==> src/rtl/cu_branch_seq.sv <==
// Multicycle sequencer for LEGv8 branch-class instructions (B, BL, BR, CBZ, CBNZ, B.cond).
// Latches the instruction, emits one datapath control word per cycle and pulses done on the last one.
module cu_branch_seq #(
  parameter int CUL    = 35,
  parameter int LR_IDX = 30,
  parameter int ZR_IDX = 31
) (
  input  logic           clock,
  input  logic           reset,
  input  logic           start,
  input  logic [31:0]    IR,
  input  logic [3:0]     status,
  output logic [CUL:0]   controlWord,
  output logic [2:0]     k_mux,
  output logic           busy,
  output logic           done,
  output logic           taken,
  output logic           illegal,
  output logic [3:0]     state
);

  localparam logic [3:0] S_IDLE = 4'b0000;
  localparam logic [3:0] S_EX0  = 4'b0001;
  localparam logic [3:0] S_EX1  = 4'b0010;
  localparam logic [3:0] S_ERR  = 4'b1000;

  // Handshake: start is sampled only in IDLE or in a cycle with done=1;
  // at any other time it is ignored and ir_q holds.

  logic [3:0]  state_q, state_d;
  logic [31:0] ir_q, ir_d;

  logic is_b, is_bl, is_bcond, is_cbz, is_cbnz, is_br, is_legal, cond_ok;
  logic flag_n, flag_z, flag_c, flag_v;

  logic [4:0] fs, sa, sb, da;
  logic       w_reg, status_load, pc_sel;
  logic [1:0] data_tri_sel, pc_fs;
  logic [35:0] cw;

  assign {flag_n, flag_z, flag_c, flag_v} = status;

  assign is_b     = (ir_q[31:26] == 6'b000101);
  assign is_bl    = (ir_q[31:26] == 6'b100101);
  assign is_bcond = (ir_q[31:24] == 8'b01010100) && !ir_q[4];
  assign is_cbz   = (ir_q[31:24] == 8'b10110100);
  assign is_cbnz  = (ir_q[31:24] == 8'b10110101);
  assign is_br    = (ir_q[31:10] == 22'b1101011000011111000000) && (ir_q[4:0] == 5'd0);
  assign is_legal = is_b | is_bl | is_bcond | is_cbz | is_cbnz | is_br;

  // ARM condition evaluation: odd codes invert the even base, except 1111 (always).
  always_comb begin
    logic base;
    case (ir_q[3:1])
      3'b000:  base = flag_z;
      3'b001:  base = flag_c;
      3'b010:  base = flag_n;
      3'b011:  base = flag_v;
      3'b100:  base = flag_c & ~flag_z;
      3'b101:  base = (flag_n == flag_v);
      3'b110:  base = ~flag_z & (flag_n == flag_v);
      default: base = 1'b1;
    endcase
    cond_ok = (ir_q[0] && ir_q[3:1] != 3'b111) ? ~base : base;
  end

  always_comb begin
    state_d      = state_q;
    ir_d         = ir_q;
    fs           = 5'd0;
    sa           = 5'd0;
    sb           = 5'd0;
    da           = 5'd0;
    w_reg        = 1'b0;
    status_load  = 1'b0;
    pc_sel       = 1'b0;
    data_tri_sel = 2'b00;
    pc_fs        = 2'b00;
    k_mux        = 3'b000;
    done         = 1'b0;
    taken        = 1'b0;
    illegal      = 1'b0;
    case (state_q)
      S_IDLE: begin
        if (start) begin
          state_d = S_EX0;
          ir_d    = IR;
        end
      end
      S_EX0: begin
        if (!is_legal) begin
          illegal = 1'b1;
          state_d = S_ERR;
        end else if (is_b) begin
          pc_fs = 2'b10;
          k_mux = 3'b011;
          taken = 1'b1;
          done  = 1'b1;
        end else if (is_bcond) begin
          done = 1'b1;
          if (cond_ok) begin
            pc_fs = 2'b10;
            k_mux = 3'b100;
            taken = 1'b1;
          end else begin
            pc_fs = 2'b01;
          end
        end else if (is_br) begin
          sa     = ir_q[9:5];
          fs     = 5'b00100;
          pc_sel = 1'b1;
          pc_fs  = 2'b11;
          taken  = 1'b1;
          done   = 1'b1;
        end else if (is_bl) begin
          da           = 5'(LR_IDX);
          w_reg        = 1'b1;
          data_tri_sel = 2'b10;
          state_d      = S_EX1;
        end else begin
          fs          = 5'b00100;
          sa          = 5'(ZR_IDX);
          sb          = ir_q[4:0];
          status_load = 1'b1;
          state_d     = S_EX1;
        end
      end
      S_EX1: begin
        done = 1'b1;
        if (is_bl) begin
          pc_fs = 2'b10;
          k_mux = 3'b011;
          taken = 1'b1;
        end else begin
          taken = is_cbz ? flag_z : ~flag_z;
          if (taken) begin
            pc_fs = 2'b10;
            k_mux = 3'b100;
          end else begin
            pc_fs = 2'b01;
          end
        end
      end
      S_ERR: begin
        pc_fs   = 2'b01;
        illegal = 1'b1;
        done    = 1'b1;
      end
      default: state_d = S_IDLE;
    endcase
    if (done) begin
      state_d = start ? S_EX0 : S_IDLE;
      if (start) ir_d = IR;
    end
  end

  assign cw = {fs, sa, sb, da, w_reg, 1'b0, 2'b00, 1'b0, 1'b0, 1'b0, status_load,
               2'b00, 1'b0, data_tri_sel, pc_sel, pc_fs};

  always_comb begin
    controlWord       = '0;
    controlWord[35:0] = cw;
  end

  assign busy  = (state_q != S_IDLE);
  assign state = state_q;

  always_ff @(posedge clock or posedge reset) begin
    if (reset) begin
      state_q <= S_IDLE;
      ir_q    <= 32'd0;
    end else begin
      state_q <= state_d;
      ir_q    <= ir_d;
    end
  end

endmodule

==> config.mk <==
export PLATFORM = sky130hd
export DESIGN_NAME = cu_branch_seq
export DESIGN_NICKNAME = d
export VERILOG_FILES = /design/src/rtl/cu_branch_seq.sv
export SDC_FILE = /design/constraint.sdc
export NUM_CORES = 1
export LEC_CHECK = 0
export ABC_AREA = 1
export BUFFER_PORTS_ARGS = -buffer_cell sky130_fd_sc_hd__buf_2
export CORE_UTILIZATION = 53
export CTS_CLUSTER_SIZE = 24
export DETAILED_ROUTE_END_ITERATION = 8
export GPL_TIMING_DRIVEN = 0
export PLACE_DENSITY = 0.81
export REMOVE_ABC_BUFFERS = 1
export SLEW_MARGIN = 20
export SYNTH_ARGS = -nofsm -noshare
export SYNTH_HDL_FRONTEND = slang
export SYNTH_SLANG_ARGS = --single-unit
==> constraint.sdc <==
create_clock -name clock -period 2.8 [get_ports clock]
set_input_delay 0.56 -clock clock [delete_from_list [all_inputs] [get_ports clock]]
set_output_delay 0.56 -clock clock [all_outputs]
set_load 0.02 [all_outputs]
* After elaboration in Yosys (flattened, before gate mapping)
Cells that the tools add are included.
** Storage, ports and cells
- Bits in registers :: 36
- Bits in latches :: 0
- Bits in writable memories :: 0
- ROM bits :: 0
- Bits of input ports :: 39
- Output and inout bits :: 47
- Word-level logic and storage cells :: 132
- Memories :: 0
** Operators by class
- Add/sub/neg operators :: 0
- $mul :: 0
- Div/mod/pow operators :: 0
- Order comparisons :: 0
- Equality and inequality tests :: 22
- Shift-type cells :: 0
- Mux-type cells :: 89
- Bitwise logic cells :: 9
- Reduce and logical (&&, ||, !) cells :: 10
** Operators with widths (number)
- 32-bit two-way mux :: 4
- 5-bit two-way mux :: 18
- 3-bit two-way mux :: 12
- 1-bit two-way mux :: 29
- 2-bit two-way mux :: 13
- 4-bit two-way mux :: 6
- 22-bit == test, second input constant :: 1
- 8-bit == test, second input constant :: 2
- 4-bit != test, second input constant :: 3
- 4-bit one-hot mux with 3 select lines :: 1
- 3-bit == test, second input constant :: 3
- 8-bit by 7-bit == test with 1-bit output, second input constant :: 1
- 1-bit one-hot mux with 7 select lines :: 1
- 3-bit by 2-bit == test with 1-bit output, second input constant :: 2
- 6-bit by 3-bit == test with 1-bit output, second input constant :: 1
- 6-bit == test, second input constant :: 1
- 3-bit != test, second input constant :: 2
- 1-bit one-hot mux with 2 select lines :: 3
- 2-bit one-hot mux with 3 select lines :: 1
- 3-bit one-hot mux with 2 select lines :: 1
- 5-bit logical NOT :: 1
- 1-bit OR :: 5
- 5-bit AND reduction :: 1
- 4-bit by 1-bit == test with 1-bit output, second input constant :: 1
- other kinds (13) :: 17

* Logic depth before layout (Yosys ltp)
- Word-level depth :: 10
- Mapped depth :: 13
- Gate-level depth less buffers :: 13

* Worst setup path before layout
OpenSTA, ideal clock, no wires.
- Path type :: reg-to-output
- From :: register with a tool-made name
- To :: output port k_mux[1]
- Arrival :: 1.800 ns
- Data required time :: 2.240 ns
- Path slack :: 0.440 ns
- Stages on the path, launching flop included :: 11
- Buffers on the path :: 1
- Cell sequence :: dfrtp_1 > inv_1 > nand2_1 > nor3_1 > nand2_1 > inv_1 > nor2_1 > nand3_2 > nand2_2 > o22ai_1 > buf_4
** RTL lines
- end, declared :: RTL line 14 : output logic [2:0] k_mux,

==> results.sh <==
export IMPL_worstSetupPathType="reg2out"
export IMPL_worst_pin_slew_ns=0.880
export IMPL_port_buffers=69
export IMPL_placed_area_um2=3140
export IMPL_cts_htree_levels=2
export IMPL_grt_overflow=0
export IMPL_route_detailed_wl_per_inst_um=13.6
export IMPL_track_usage_pct=25.8
export IMPL_met1Wirelength_mm=3.37
export IMPL_vias=3133
export IMPL_path_cells="inv_2, nand2_1, nor2_1, nand2_1, nor2_2, nand2_4, nand3_2, nand2_8, nand2_8, buf_2"
export IMPL_ys_types=30
export IMPL_tns_ns=0
export IMPL_ctsHoldBuffers=0
export IMPL_hp_class="in2async"
export IMPL_root_buffer="clkbuf_8"
export IMPL_firstDrtPassIters=7
export IMPL_critical_path_max_fanout=34
export IMPL_routed_wl_met2_mm=3.56
export IMPL_avgSynthCellArea_um2=6.77
export IMPL_timing_final_crit_share_pct=94.3
export IMPL_ios=86
export IMPL_clk_path_buf_depth=2
export IMPL_p_per_area_nw_per_um2=1000
export IMPL_crit_path_start_kind="register"
export IMPL_num_rows=26
export IMPL_antenna_found_initial=0
export IMPL_crit_required_ns=2.24
export IMPL_die_h_um=76.5
export IMPL_yosysSeqAreaShare_pct=29.8
export IMPL_grt_max_degree=55
export IMPL_critPathMaxStageDelay_ns=0.46
export IMPL_antenna_left=0
export IMPL_maxCapViolCount=0
export IMPL_routed_via_density=5.61
export IMPL_cts_buffers=5
export IMPL_hpwl_mm=4.91
export IMPL_syn_area_um2=2940
export IMPL_start_util_pct=56.1
export IMPL_finalSetupViolCount=0
export IMPL_final_area_um2=3330
export IMPL_status="completed"
export IMPL_drt_total_wl_mm=7.57
export IMPL_diodes=0
export IMPL_fin_crit_ns=2.64
export IMPL_clk_insertion_delay_late_ns=0.29
export IMPL_fin_cells=558
export IMPL_relSlewSlack_pct=41.4
export IMPL_nets=528
export IMPL_hold_viol_final=0
export IMPL_slowest_stage="dfrtp_1"
export IMPL_ir_drop_mv=0.671
export IMPL_hold_ws_ns=0.408
export IMPL_p_leak_nw=1.82
export IMPL_fmax_mhz=379
export IMPL_synthCells=434
export IMPL_dp_cells=545
export IMPL_slew_violations=0
export IMPL_drive_gt1_share_pct=28.9
export IMPL_cts_sinks=35
export IMPL_core_um2=5240
export IMPL_topRoutingLayerUsed="met4"
export IMPL_critPathCaptureType="output pin"
export IMPL_fin_skew_ns=0.00424
export IMPL_drtIter0Drc=223
export IMPL_synth_seq_cells=35
export IMPL_die_w_um=76.5
export IMPL_area_delta_synth_final_pct=13.2
export IMPL_grt_pass1_wl_mm=12.4
export IMPL_place_congestion=0.888
export IMPL_grt_pass1_vias=2728
export IMPL_dr_wl_met3_um=539
export IMPL_cts_tree="built"
export IMPL_drt_drc_violations_left=0
export IMPL_die_area_um2=5840
export IMPL_post_route_util_pct=63.5
export IMPL_clkTransAtPathRegs_ns=0.07
export IMPL_ys_warn_count=0
export IMPL_critPathArrivalTime_ns=2.08
cell usage after synthesis:
library cell	count	share of area (%)
nand2_8	1	0.68
buf_1	2	0.26
nand4_1	38	8.1
nand2_4	2	0.77
buf_2	3	0.51
nor3_1	13	2.2
conb_1	1	0.13
nand2_2	9	1.9
nor2_1	28	3.6
buf_8	2	1.0
nor3b_1	1	0.26
xnor2_1	1	0.30
mux2_2	11	4.2
clkbuf_1	12	1.5
xor2_1	1	0.30
nand3b_1	1	0.26
nand3_2	10	3.4
o21ai_0	24	4.1
nor2_2	2	0.43
inv_1	34	4.3
nor3_2	1	0.34
nand2_1	125	16
nor4_1	2	0.43
nand3_1	35	6.0
a21oi_1	3	0.51
buf_12	1	0.68
inv_2	9	1.1
buf_4	26	6.6
dfrtp_1	35	30
o22ai_1	1	0.21
worst max-delay path: cells and delay by family (launching register included):
kind          cells  cell delay (ns)
simple gates      8             1.02
buf+inv           2             0.31
flops             1             0.46
routing by layer:
layer,vias up,GRT usage [%]
li1,1501,-
met1,1456,35.7
met2,159,41.5
met3,17,4.19
met4,0,6.92
met5,-,0
power breakdown:
group	internal (mW)	switching [mW]	total, mW
clock network	0.166	0.178	0.344
registers	0.765	0.238	1.00
logic	0.665	1.32	1.99
total	1.60	1.74	3.34
placed cells by master, fill, tap and decap left out, drive strengths merged, types with 14 or more instances in the layout:
cell type | Yosys | final
o21ai | 24 | 24
nand3 | 45 | 45
nand2 | 137 | 138
inv | 43 | 42
nand4 | 38 | 38
nor3 | 14 | 14
nor2 | 30 | 30
dfrtp | 35 | 35
buf | 34 | 77
conb | 1 | 16
path summary, 6_finish.rpt:
path / startpoint / to / slack, ns / cells past startpoint
min reg2reg: register / register / 0.54 / 2
max: register / done / 0.16 / 10
min in group clock: register / register / 0.54 / 2
max reg2reg: state[3]$_DFFE_PP0P_ / register / 0.41 / 6
max in group asynchronous: reset / async pin / 1.86 / 2
min: reset / async pin / 0.41 / 2
timing repair:
| item | 4_1_cts | 5_1_grt |
|---|---|---|
| resized for setup | 3 | 11 |
| gates cloned | 2 | 0 |
| setup buffers | 0 | 5 |
| hold endpoints to repair | 0 | 0 |
| setup endpoints to repair | 8 | 22 |
| pin swaps | 1 | 2 |
per-stage QoR:
step	power, mW	setup slack [ns]
after floorplan	2.30	-1.37
after detailed placement	2.82	0.160
after global routing	3.58	-0.00113
final	3.34	0.159
after CTS	3.21	0.0114
after global placement	2.69	-3.12
cells by family (layout without fill, tap and decap cells):
| family | after synthesis | count (layout) | share of synthesized area, % |
|---|---|---|---|
| flip-flops | 35 | 35 | 29.8 |
| XOR/XNOR | 2 | 2 | 0.596 |
| multiplexers | 11 | 11 | 4.22 |
| AO/OA/AOI/OAI | 28 | 28 | 4.81 |
| buffers and inverters | 89 | 127 | 16.1 |
| other | 1 | 16 | 0.128 |
| AND/OR/NAND/NOR | 268 | 269 | 44.3 |
area by class of cell:
cell class / instances / area (um2)
clock buffers: 6 / 72.6
repair inverters: 1 / 5.00
inverters: 43 / 165
repair buffers: 77 / 405
well taps: 70 / 87.6
flip-flops and latches: 35 / 877
multi-input cells: 326 / 1710
fillers: 501 / 1910
Power figures use the tool's default switching activity.
